===== src/rtl/pipe_isa_pkg.sv =====
// ISA definitions for the 4-stage pipeline and its instruction issue unit.
// Shared by the processor and the issue front end.
package pipe_isa_pkg;

  localparam logic [5:0] OP_ADD  = 6'h00;
  localparam logic [5:0] OP_SUB  = 6'h01;
  localparam logic [5:0] OP_LOAD = 6'h02;
  localparam logic [5:0] OP_HALT = 6'h3E;
  localparam logic [5:0] OP_NOP  = 6'h3F;

  localparam logic [31:0] NOP_WORD = 32'hFC00_0000;

  localparam int OP_HI = 31;
  localparam int OP_LO = 26;
  localparam int RS_HI = 25;
  localparam int RS_LO = 21;
  localparam int RT_HI = 20;
  localparam int RT_LO = 16;
  localparam int RD_HI = 15;
  localparam int RD_LO = 11;

  typedef logic [1:0] state_t;
  localparam state_t ST_IDLE  = 2'd0;
  localparam state_t ST_RUN   = 2'd1;
  localparam state_t ST_STALL = 2'd2;
  localparam state_t ST_DRAIN = 2'd3;

  function automatic logic [5:0] op_of(input logic [31:0] w);
    return w[OP_HI:OP_LO];
  endfunction

  function automatic logic [4:0] rs_of(input logic [31:0] w);
    return w[RS_HI:RS_LO];
  endfunction

  function automatic logic [4:0] rt_of(input logic [31:0] w);
    return w[RT_HI:RT_LO];
  endfunction

  function automatic logic [4:0] rd_of(input logic [31:0] w);
    return w[RD_HI:RD_LO];
  endfunction

  function automatic logic uses_rs(input logic [31:0] w);
    return op_of(w) == OP_ADD || op_of(w) == OP_SUB
        || op_of(w) == OP_LOAD;
  endfunction

  function automatic logic uses_rt(input logic [31:0] w);
    return op_of(w) == OP_ADD || op_of(w) == OP_SUB;
  endfunction

  function automatic logic has_dst(input logic [31:0] w);
    return uses_rs(w);
  endfunction

  // LOAD writes rt; ALU ops write rd.
  function automatic logic [4:0] dst_of(input logic [31:0] w);
    return (op_of(w) == OP_LOAD) ? rt_of(w) : rd_of(w);
  endfunction

endpackage


===== src/rtl/raw_hazard_check.sv =====
// Combinational RAW check of one instruction against
// the destinations of the most recently issued instructions.
module raw_hazard_check
  import pipe_isa_pkg::*;
#(
  parameter int WINDOW = 3
) (
  input  logic [31:0]             cur,
  input  logic [WINDOW-1:0]       hist_valid,
  input  logic [WINDOW-1:0][4:0]  hist_dst,
  output logic                    hit
);

  logic [4:0] rs;
  logic [4:0] rt;
  logic       use_rs;
  logic       use_rt;
  logic       unused_bits;

  assign rs          = rs_of(cur);
  assign rt          = rt_of(cur);
  assign use_rs      = uses_rs(cur);
  assign use_rt      = uses_rt(cur);
  assign unused_bits = ^cur[15:0];

  always_comb begin
    hit = 1'b0;
    for (int i = 0; i < WINDOW; i++) begin
      if (hist_valid[i]
          && ((use_rs && hist_dst[i] == rs)
           || (use_rt && hist_dst[i] == rt)))
        hit = 1'b1;
    end
  end

endmodule


===== src/rtl/instr_issue_unit.sv =====
// Program memory + PC feeding the pipeline, with NOP drain on halt.
// HAZARD_STALL_EN enables RAW bubble insertion and its history.
module instr_issue_unit
  import pipe_isa_pkg::*;
#(
  parameter  int DEPTH         = 16,
  parameter  int PIPE_DEPTH    = 4,
  parameter  int HAZARD_WINDOW = 3,
  localparam int AW            = $clog2(DEPTH)
) (
  input  logic          clk,
  input  logic          reset,
  input  logic          prog_we,
  input  logic [AW-1:0] prog_addr,
  input  logic [31:0]   prog_data,
  input  logic          start,
  input  logic          halt_req,
  output logic [31:0]   instruction,
  output logic          instr_valid,
  output logic [AW-1:0] pc,
  output logic          busy,
  output logic          done,
  output logic [15:0]   bubble_count
);

  localparam int CW = (PIPE_DEPTH > 1) ? $clog2(PIPE_DEPTH) : 1;

  state_t        state;
  logic [CW-1:0] drn_cnt;
  logic [31:0]   mem [DEPTH];
  logic [31:0]   cur;
  logic          hit;

  assign cur  = mem[pc];
  assign busy = (state != ST_IDLE);

  always_ff @(posedge clk) begin
    if (prog_we && state == ST_IDLE)
      mem[prog_addr] <= prog_data;
  end

`ifdef HAZARD_STALL_EN
  logic [HAZARD_WINDOW-1:0]      hv;
  logic [HAZARD_WINDOW-1:0][4:0] hd;
  logic                          issuing;

  assign issuing = (state == ST_RUN || state == ST_STALL)
                && !halt_req && op_of(cur) != OP_HALT;

  // Bubbles shift in an empty slot so a hazard ages out.
  always_ff @(posedge clk or posedge reset) begin
    if (reset) begin
      hv <= '0;
      hd <= '0;
    end else if (state == ST_IDLE) begin
      hv <= '0;
    end else if (issuing) begin
      for (int i = HAZARD_WINDOW - 1; i > 0; i--) begin
        hv[i] <= hv[i-1];
        hd[i] <= hd[i-1];
      end
      hv[0] <= !hit && has_dst(cur);
      hd[0] <= dst_of(cur);
    end
  end

  raw_hazard_check #(
    .WINDOW(HAZARD_WINDOW)
  ) u_raw (
    .cur       (cur),
    .hist_valid(hv),
    .hist_dst  (hd),
    .hit       (hit)
  );
`else
  assign hit = 1'b0;
`endif

  always_ff @(posedge clk or posedge reset) begin
    if (reset) begin
      state        <= ST_IDLE;
      pc           <= '0;
      drn_cnt      <= '0;
      instruction  <= NOP_WORD;
      instr_valid  <= 1'b0;
      done         <= 1'b0;
      bubble_count <= '0;
    end else begin
      instruction <= NOP_WORD;
      instr_valid <= 1'b0;
      done        <= 1'b0;
      unique case (state)
        ST_IDLE: begin
          if (start) begin
            pc           <= '0;
            bubble_count <= '0;
            state        <= ST_RUN;
          end
        end
        ST_RUN, ST_STALL: begin
          if (halt_req || op_of(cur) == OP_HALT) begin
            drn_cnt <= CW'(PIPE_DEPTH - 1);
            state   <= ST_DRAIN;
          end else if (hit) begin
            if (bubble_count != 16'hFFFF)
              bubble_count <= bubble_count + 16'd1;
            state <= ST_STALL;
          end else begin
            instruction <= cur;
            instr_valid <= 1'b1;
            pc          <= pc + 1'b1;
            state       <= ST_RUN;
          end
        end
        ST_DRAIN: begin
          if (drn_cnt == '0) begin
            done  <= 1'b1;
            state <= ST_IDLE;
          end else begin
            drn_cnt <= drn_cnt - 1'b1;
          end
        end
        default: state <= ST_IDLE;
      endcase
    end
  end

endmodule


===== config.mk =====
export PLATFORM = sky130hd
export DESIGN_NAME = instr_issue_unit
export DESIGN_NICKNAME = d
export VERILOG_FILES = /design/src/rtl/pipe_isa_pkg.sv /design/src/rtl/raw_hazard_check.sv /design/src/rtl/instr_issue_unit.sv
export SDC_FILE = /design/constraint.sdc
export NUM_CORES = 1
export LEC_CHECK = 0
export ABC_AREA = 1
export BUFFER_PORTS_ARGS = -buffer_cell sky130_fd_sc_hd__buf_2
export CORE_MARGIN = 5
export CORE_UTILIZATION = 55
export DETAILED_ROUTE_END_ITERATION = 10
export GPL_TIMING_DRIVEN = 0
export PLACE_DENSITY = 0.75
export SKIP_CTS_REPAIR_TIMING = 1
export SLEW_MARGIN = 20
export SYNTH_ARGS = -nofsm -noshare
export SYNTH_HDL_FRONTEND = slang
export SYNTH_SLANG_ARGS = --single-unit

===== constraint.sdc =====
create_clock -name clk -period 2.6 [get_ports clk]
set_clock_uncertainty 0.05 [all_clocks]
set_input_delay 0.26 -clock clk [delete_from_list [all_inputs] [get_ports clk]]
set_output_delay 0.26 -clock clk [all_outputs]
set_load 0.02 [all_outputs]

* Yosys cells after proc, flatten, opt, wreduce, memory -nomap -nowiden
Memories as Yosys holds them, arrays and structs flattened. Cells that the tools add are included. W data, S select, Z words.
Word-level totals: register bits after elaboration 42, memory bits (writable) 512, bits of input ports 41, logic and storage cells 47, memories 1
Cells by class: $add $sub $neg 2, equal/unequal tests 9, muxes and demuxes 18, reduce and logical (&&, ||, !) cells 11
Memories:
- mem | depth 16, bits a word 32, rd ports 1, clocked after memory_dff 0, write ports 1, line instr_issue_unit.sv:30 | logic [31:0] mem [DEPTH];
Operator list (count):
- $mux W32 | 2
- $mux W2 | 5
- $ne A2 B2 Y1 const B | 5
- $mux W4 | 2
- $pmux W4 S2 | 1
- $eq A6 B6 Y1 const B | 1
- $mux W1 | 6
- $pmux W2 S3 | 1
- $reduce_and A3 Y1 | 2
- $reduce_bool A2 Y1 | 3
- $add A4 B1 Y4 const B | 1
- $eq A2 B2 Y1 const B | 2
- $logic_not A2 Y1 | 2
- $pmux W2 S2 | 1
- $eq A2 B1 Y1 const B | 1
- $reduce_and A2 Y1 | 1
- $reduce_or A2 Y1 | 1
- $sub A2 B1 Y2 const B | 1
- $logic_and A1 B1 Y1 | 1
- $logic_or A1 B1 Y1 | 1

* Depth between registers and ports, before layout
Gate-level depths: netlist of the first run. An unclocked memory read counts as a cell.
word-level depth 5, depth in mapped cells 17, mapped depth without buffers 15

* Worst setup path before layout of the first run
No wires, ideal clock.
path kind register to register, from register state[0], to memory mem[11][0], enable pin, setup time 0.421 ns, arrival 2.223 ns, slack -0.094 ns, cell stages (with the launch flop) 7, clock period less this slack 2.694 ns, cell sequence dfrtp_1 -> inv_1 -> ha_1 -> nand2_1 -> inv_1 -> nand3_1 -> nor2_1
Between the ends: longest elaborated chain between the ends 4
RTL lines:
- from (decl) | line instr_issue_unit.sv:28 | state_t state;
- from (signal assigned) | line instr_issue_unit.sv:81 | state <= ST_IDLE;
- from (signal assigned) | line instr_issue_unit.sv:97 | state <= ST_RUN;
- from (signal assigned) | line instr_issue_unit.sv:103 | state <= ST_DRAIN;
- $logic_not A2 Y1 | line instr_issue_unit.sv:38 | if (prog_we && state == ST_IDLE)
- $logic_and A1 B1 Y1 | line instr_issue_unit.sv:38
- $mux W1 | line instr_issue_unit.sv:38
- $mux W1 (implied by the code) | line instr_issue_unit.sv:39 | mem[prog_addr] <= prog_data;
- to (decl) | line instr_issue_unit.sv:30
Every way passes these cells.

* Worst setup path in the final report of the first run
from register pc[0], to register instruction[0]
Between the ends: longest elaborated chain between the ends 5
RTL lines:
- from (decl) | line instr_issue_unit.sv:20 | output logic [AW-1:0] pc,
- from (signal assigned) | line instr_issue_unit.sv:111 | pc <= pc + 1'b1;
- $mem_v2 Z16 W32 (*)
- $eq A6 B6 Y1 | line instr_issue_unit.sv:101 | if (halt_req || op_of(cur) == OP_HALT) begin
- $logic_or A1 B1 Y1 | line instr_issue_unit.sv:101
- $mux W32 (*) | line instr_issue_unit.sv:101
- $mux W32 (*) | line instr_issue_unit.sv:92 | unique case (state)
- to (signal assigned) | line instr_issue_unit.sv:109 | instruction <= cur;
- to (decl) | line instr_issue_unit.sv:18 | output logic [31:0] instruction,
Mark *: on every way between the ends. The rest lies on a longest branch, timed or not. A chain may end at the register's enable or synchronous reset.

==> results.json, run 1 <==
{
  "path_class": "reg2reg",
  "synth-seq-cells": 554,
  "layout-drive-gt1-share_pct": 17.22,
  "worstSkewPairLatency_ps": 600,
  "setup_violations": 1,
  "h-tree-depth": 2,
  "cts_num_sinks": 554,
  "arrival_ps": 3080,
  "end_kind": "flop",
  "vias": 14960,
  "fin_nets": 1888,
  "utilization_pct": 64.76,
  "fmax_mhz": 383.7,
  "endpoint": "instruction[0]",
  "gp_congestion": 0.8921,
  "place.port_buffers": 79,
  "slowest_stage": "a221oi_1",
  "synth_top_area_cell": "edfxtp_1",
  "fin_crit_ps": 2606,
  "cap_violations": 0,
  "synth_top_area_share_pct": 70.55,
  "layout_commonest_cell": "edfxtp_1",
  "n_fill_cell": 2741,
  "core_area_sq_um": 39460,
  "post-dp-hpwl_um": 38710,
  "final-hold-violation-count": 0,
  "drtAntennaViolNets": 0,
  "tightest_slew_ps": 817.4,
  "ys.flop_type": "edfxtp_1",
  "p_leak_nw": 9.294,
  "seq_area_sq_um": 16430,
  "cp_max_fo": 10,
  "cp.required_ps": 3070,
  "dieArea_sq_um": 43710,
  "r2r_cells": 10,
  "crit_cells": 10,
  "syn_area_sq_um": 21790,
  "cpPeakStageDelay_ps": 440,
  "ys_seq_area_share_pct": 75.40,
  "grt_max_degree": 28,
  "drc": 0,
  "maxSlewViolCount": 0,
  "worstPathCellList": "buf_2 -> inv_2 -> buf_4 -> buf_2 -> buf_6 -> buf_4 -> nand2_1 -> a221oi_1 -> o22ai_1 -> nor2_1",
  "rows": 73,
  "stdcell_count": 2412,
  "startpoint_type": "flop",
  "failed_checks": "setup timing",
  "antenna_found_initial": 0,
  "path_buf_inv": 6,
  "ioPinCount": 96,
  "chipHeight_um": 209.1,
  "r2r_start": "pc[0]",
  "clockRootBuffer": "clkbuf_16",
  "cts_buffer_depth": 3,
  "yosys_warnings": 0,
  "reg2reg_slack_ps": -6,
  "cts_tree": "yes",
  "syn_inst": 1662,
  "power.density_nw_per_um2": 1018,
  "drt-total-wl_um": 59930,
  "chipWidth_um": 209.1,
  "wl_per_cell_um": 24.84,
  "tns_ps": -6.370,
  "ys_async_sr_fraction_pct": 7.581,
  "start_util_pct": 55.23,
  "first_global_vias": 14410,
  "grt_pass1_wl_um": 87910,
  "firstDrtPassIters": 6,
  "worst_slack_ps": -6.370,
  "synth_area_leaders": "edfxtp_1, nand2_1, a21oi_1",
  "r2r_end": "instruction[0]",
  "cts_made_buffers": 53,
  "drtIter0Drc": 2163,
  "fin_crit_sh_pct": 100.2,
  "num_antenna_cells": 0,
  "slew_headroom_pct": 45.50,
  "grt_use_total_pct": 26.70,
  "clk_pin_slew_ps": 70,
  "grt_overflow": 0,
  "syn_area_per_cell_sq_um": 13.11,
  "worstHoldPathType": "in2reg",
  "final_cell_mix": "edfxtp_1, nand2_1, a21oi_1",
  "area_delta_synth_final_pct": 17.26,
  "synth_edf_count": 512,
  "critPathTopFamily": "buffers and inverters",
  "multi_input_comb_area_sq_um": 4785,
  "cp-startpoint": "pc[0]",
  "place_inst": 2298,
  "rsz0062_at_grt": "yes",
  "outcome": "finished with violations",
  "place_ws_ps": -316.8,
  "holdWs_ps": 1.814,
  "synth_cell_types": 29,
  "vdd_drop_max_mv": 0.7198,
  "viasPerCell": 6.203
}
==> how the worst min path moves through the flow <==
stage                        from              end  slack, ps  cells past startpoint
finish              prog_data[10]       mem[7][10]          2                      1
global placement       drn_cnt[1]       drn_cnt[1]        410                      2
global route        prog_data[26]       mem[8][26]          4                      1
CTS                         reset  instruction[16]       -400                      2
detailed placement          reset         state[0]        240                      2
floorplan            prog_data[0]        mem[0][0]        310                      0
==> power by group <==
group / internal [mW] / switching, mW
logic: 2.34 / 5.29
registers: 10.2 / 0.166
clock network: 4.72 / 3.33
total: 17.2 / 8.78
==> cell families (layout without fill, tap and decap cells) <==
| group | after synthesis | after routing | share of synthesized area (%) |
|---|---|---|---|
| AND/OR/NAND/NOR | 573 | 573 | 10.17 |
| other | 1 | 16 | 0.01721 |
| flip-flops | 554 | 554 | 75.40 |
| adder cells (fa/ha/maj) | 5 | 5 | 0.2871 |
| buffers and inverters | 160 | 370 | 3.594 |
| AO/OA/AOI/OAI | 368 | 368 | 10.49 |
| XOR/XNOR | 1 | 1 | 0.04020 |
==> sequential cells by signal (all words and copies together) (netlist names) <==
signal,flops
drn_cnt,2
state,2
done,1
mem,512
instr_valid,1
instruction,32
pc,4
==> worst reg2reg max path, stage by stage, from the launching register on <==
cell      delay [ps]
dfrtp_1          430
buf_2            200
inv_2            110
buf_4            250
buf_2            260
buf_6            190
buf_4            230
nand2_1           80
a221oi_1         440
o22ai_1          170
nor2_1           130
==> per-stage QoR <==
stage	instance area, sq um	power (mW)
final	25550	26.01
after global routing	25550	26.91
after CTS	25260	25.66
after detailed placement	23420	17.67
after global placement	22910	17.41
after floorplan	21860	14.96
==> metal layers <==
layer	vias up	global-route usage, %	wire (um)
met5	-	0	0
met4	0	12.33	2694
met3	176	5.164	7364
met2	1147	41.90	27930
met1	7237	36.68	21940
li1	6401	-	-
==> synthesized netlist by cell type (8+ instances only) <==
cell        n
a21oi_1   200
a221oi_1   30
a32o_1     52
buf_2      69
buf_4      21
clkbuf_1   27
dfrtp_1    36
edfxtp_1  512
inv_1      32
nand2_1   439
nand3_1    41
nor2_1     89
o21ai_0    42
o21ai_1     8
o22ai_1    27
==> final cells by class <==
class,count,area share [%]
Sequential cell,554,64.31
Multi-Input combinational cell,963,18.72
Clock buffer,74,5.973
Timing Repair Buffer,110,3.672
Buffer,123,2.948
Tap cell,525,2.571
Clock inverter,26,1.249
Inverter,37,0.5533
(Power assumes the default switching activity.)
==> run 2: changes to the inputs <==
HOLD_SLACK_MARGIN = 0.15   (was unset)
SETUP_SLACK_MARGIN = 0.1   (was unset)
SLEW_MARGIN = 25   (was 20)
==> run 2 against run 1 <==
Net effect: the run now ends clean; combinational power up 2%; fmax up 3.6%; power down 1.1%; count of clock-buffer cells in the layout down 1; critical path depth unchanged; final area up 0.97%; worst setup slack better by 91 ps; flip-flop and latch count unchanged; register-to-register slack better by 90 ps; utilization up 0.63 points; largest power group unchanged.
==> results.json, run 2 (same netlist as run 1, synthesis figures left out) <==
{
  "first_global_vias": 14380,
  "r2r_end": "instruction[25]",
  "worst_slack_ps": 84.66,
  "core_area_sq_um": 39460,
  "drtIter0Drc": 2177,
  "p_int_mw": 16.97,
  "tightest_slew_ps": 807.9,
  "regMostFlops": "mem",
  "reg2reg_slack_ps": 80,
  "layout_commonest_cell": "edfxtp_1",
  "worstPathCellList": "buf_2 -> inv_2 -> buf_4 -> clkbuf_4 -> buf_6 -> buf_4 -> nand2_1 -> a221oi_2 -> o22ai_1 -> nor2_1",
  "drt-total-wl_um": 60520,
  "worstSkewPairLatency_ps": 600,
  "ioPinCount": 96,
  "cp_max_fo": 10,
  "end_kind": "flop",
  "num_antenna_cells": 0,
  "clkPwrFrac_pct": 29.7,
  "viasPerCell": 6.184,
  "post-dp-hpwl_um": 38640,
  "fin_area_sq_um": 25800,
  "wl_per_cell_um": 24.77,
  "firstDrtPassIters": 6,
  "cp-startpoint": "pc[0]",
  "vdd_drop_max_mv": 0.7051,
  "gp_congestion": 0.8921,
  "vias": 15110,
  "cts_tree": "yes",
  "cts_made_buffers": 53,
  "place.port_buffers": 79,
  "cts_buffer_depth": 3,
  "path_buf_inv": 6,
  "clk_pin_slew_ps": 60,
  "critPathTopFamily": "buffers and inverters",
  "p_sw_mw": 8.758,
  "start_util_pct": 55.23,
  "cts_num_sinks": 554,
  "grt_overflow": 0,
  "antenna_found_initial": 0,
  "startpoint_type": "flop",
  "slowest_stage": "dfrtp_1",
  "r2r_cells": 10,
  "rows": 73,
  "grt_max_degree": 43,
  "grt_pass1_wl_um": 88020,
  "final_cell_mix": "edfxtp_1, nand2_1, a21oi_1",
  "clockRootBuffer": "clkbuf_16",
  "place_ws_ps": -321.7,
  "area_delta_synth_final_pct": 18.39,
  "drc": 0,
  "cp.required_ps": 3070,
  "outcome": "complete, no violations",
  "path_common_cell": "buf_4",
  "grt_use_total_pct": 26.63,
  "rsz0062_at_grt": "yes",
  "swShare_pct": 34.04,
  "path_class": "reg2reg",
  "place_area_sq_um": 23400,
  "p_leak_nw": 9.416,
  "dieArea_sq_um": 43710,
  "comb_power_share_pct": 30.2,
  "slew_headroom_pct": 46.14,
  "n_fill_cell": 2717,
  "cpPeakStageDelay_ps": 410,
  "chipWidth_um": 209.1,
  "chipHeight_um": 209.1,
  "seq_power_share_pct": 40.1,
  "h-tree-depth": 2,
  "layout-drive-gt1-share_pct": 17.21,
  "largestRegisters": "mem: 512 flops, instruction: 32 flops, pc: 4 flops",
  "fmax_mhz": 397.6,
  "final-hold-violation-count": 0,
  "r2r_start": "pc[0]",
  "arrival_ps": 2980,
  "drtAntennaViolNets": 0,
  "power.density_nw_per_um2": 997.2,
  "fin_nets": 1919,
  "maxSlewViolCount": 0,
  "fin_crit_ps": 2515,
  "p_total_mw": 25.73,
  "cap_violations": 0,
  "worstHoldPathType": "in2async",
  "fin_crit_sh_pct": 96.74,
  "largest_reg_flops": 512,
  "tns_ps": 0,
  "setup_violations": 0
}
==> run 2: cell count changes in the layout (fill, tap and decap cells not counted), moves of 3 or more <==
cell,change
clkbuf_8,-7
dlygate4sd3_1,+22
clkbuf_4,+14
clkinvlp_4,-4
clkinv_1,+6
buf_4,+13
clkbuf_2,+3
buf_2,-18
==> run 2: worst max-delay path by stage <==
stage	end	slack, ps	cells past startpoint
after floorplan	mem[11][0]	-90	6
after global placement	mem[13][22]	-1620	6
after detailed placement	instruction[13]	-320	11
after CTS	instruction[0]	-350	6
after global routing	instruction[3]	10	10
final	instruction[25]	80	10
==> run 2: power by group through the flow <==
stage	logic (mW)	registers, mW	clock network, mW
6_report	7.76	10.3	7.65
3_3_place_gp	6.91	10.5	0
4_1_cts	7.25	10.3	7.67
3_5_place_dp	7.17	10.5	0
5_1_grt	8.20	10.4	8.02
2_1_floorplan	4.14	10.8	0
==> run 2: final cells by class <==
| class | count | area, sq um | share of cell area [%] |
|---|---|---|---|
| plain buffers | 123 | 805.8 | 3.123 |
| clock buffers | 73 | 1474 | 5.712 |
| clock inverters | 27 | 252.7 | 0.9795 |
| inverters | 37 | 143.9 | 0.5577 |
| multi-input cells | 963 | 4788 | 18.56 |
| flip-flops and latches | 554 | 16430 | 63.69 |
| well taps | 525 | 656.9 | 2.546 |
| repair buffers | 141 | 1246 | 4.830 |
==> run 2: worst register-to-register path: stages, from the launching register on <==
cell	delay [ps]
dfrtp_1	410
buf_2	190
inv_2	100
buf_4	260
clkbuf_4	270
buf_6	180
buf_4	220
nand2_1	110
a221oi_2	350
o22ai_1	160
nor2_1	160
==> run 2: through the flow <==
stage,hold slack (ps),util [%],instances
floorplan,308.9,-,1677
global placement,405.4,58.07,2281
detailed placement,346.0,59.32,2297
CTS,-265.4,63.69,2397
global route,334.9,65.39,2443
finish,276.6,65.39,2443
==> run 2: metal layers <==
| layer | up-vias | part of all wire, % | global-route usage, % |
|---|---|---|---|
| met5 | - | 0 | 0 |
| met4 | 0 | 4.3 | 10.91 |
| met3 | 187 | 11 | 5.330 |
| met2 | 1124 | 47 | 42.49 |
| met1 | 7330 | 37 | 36.41 |
| li1 | 6466 | - | - |
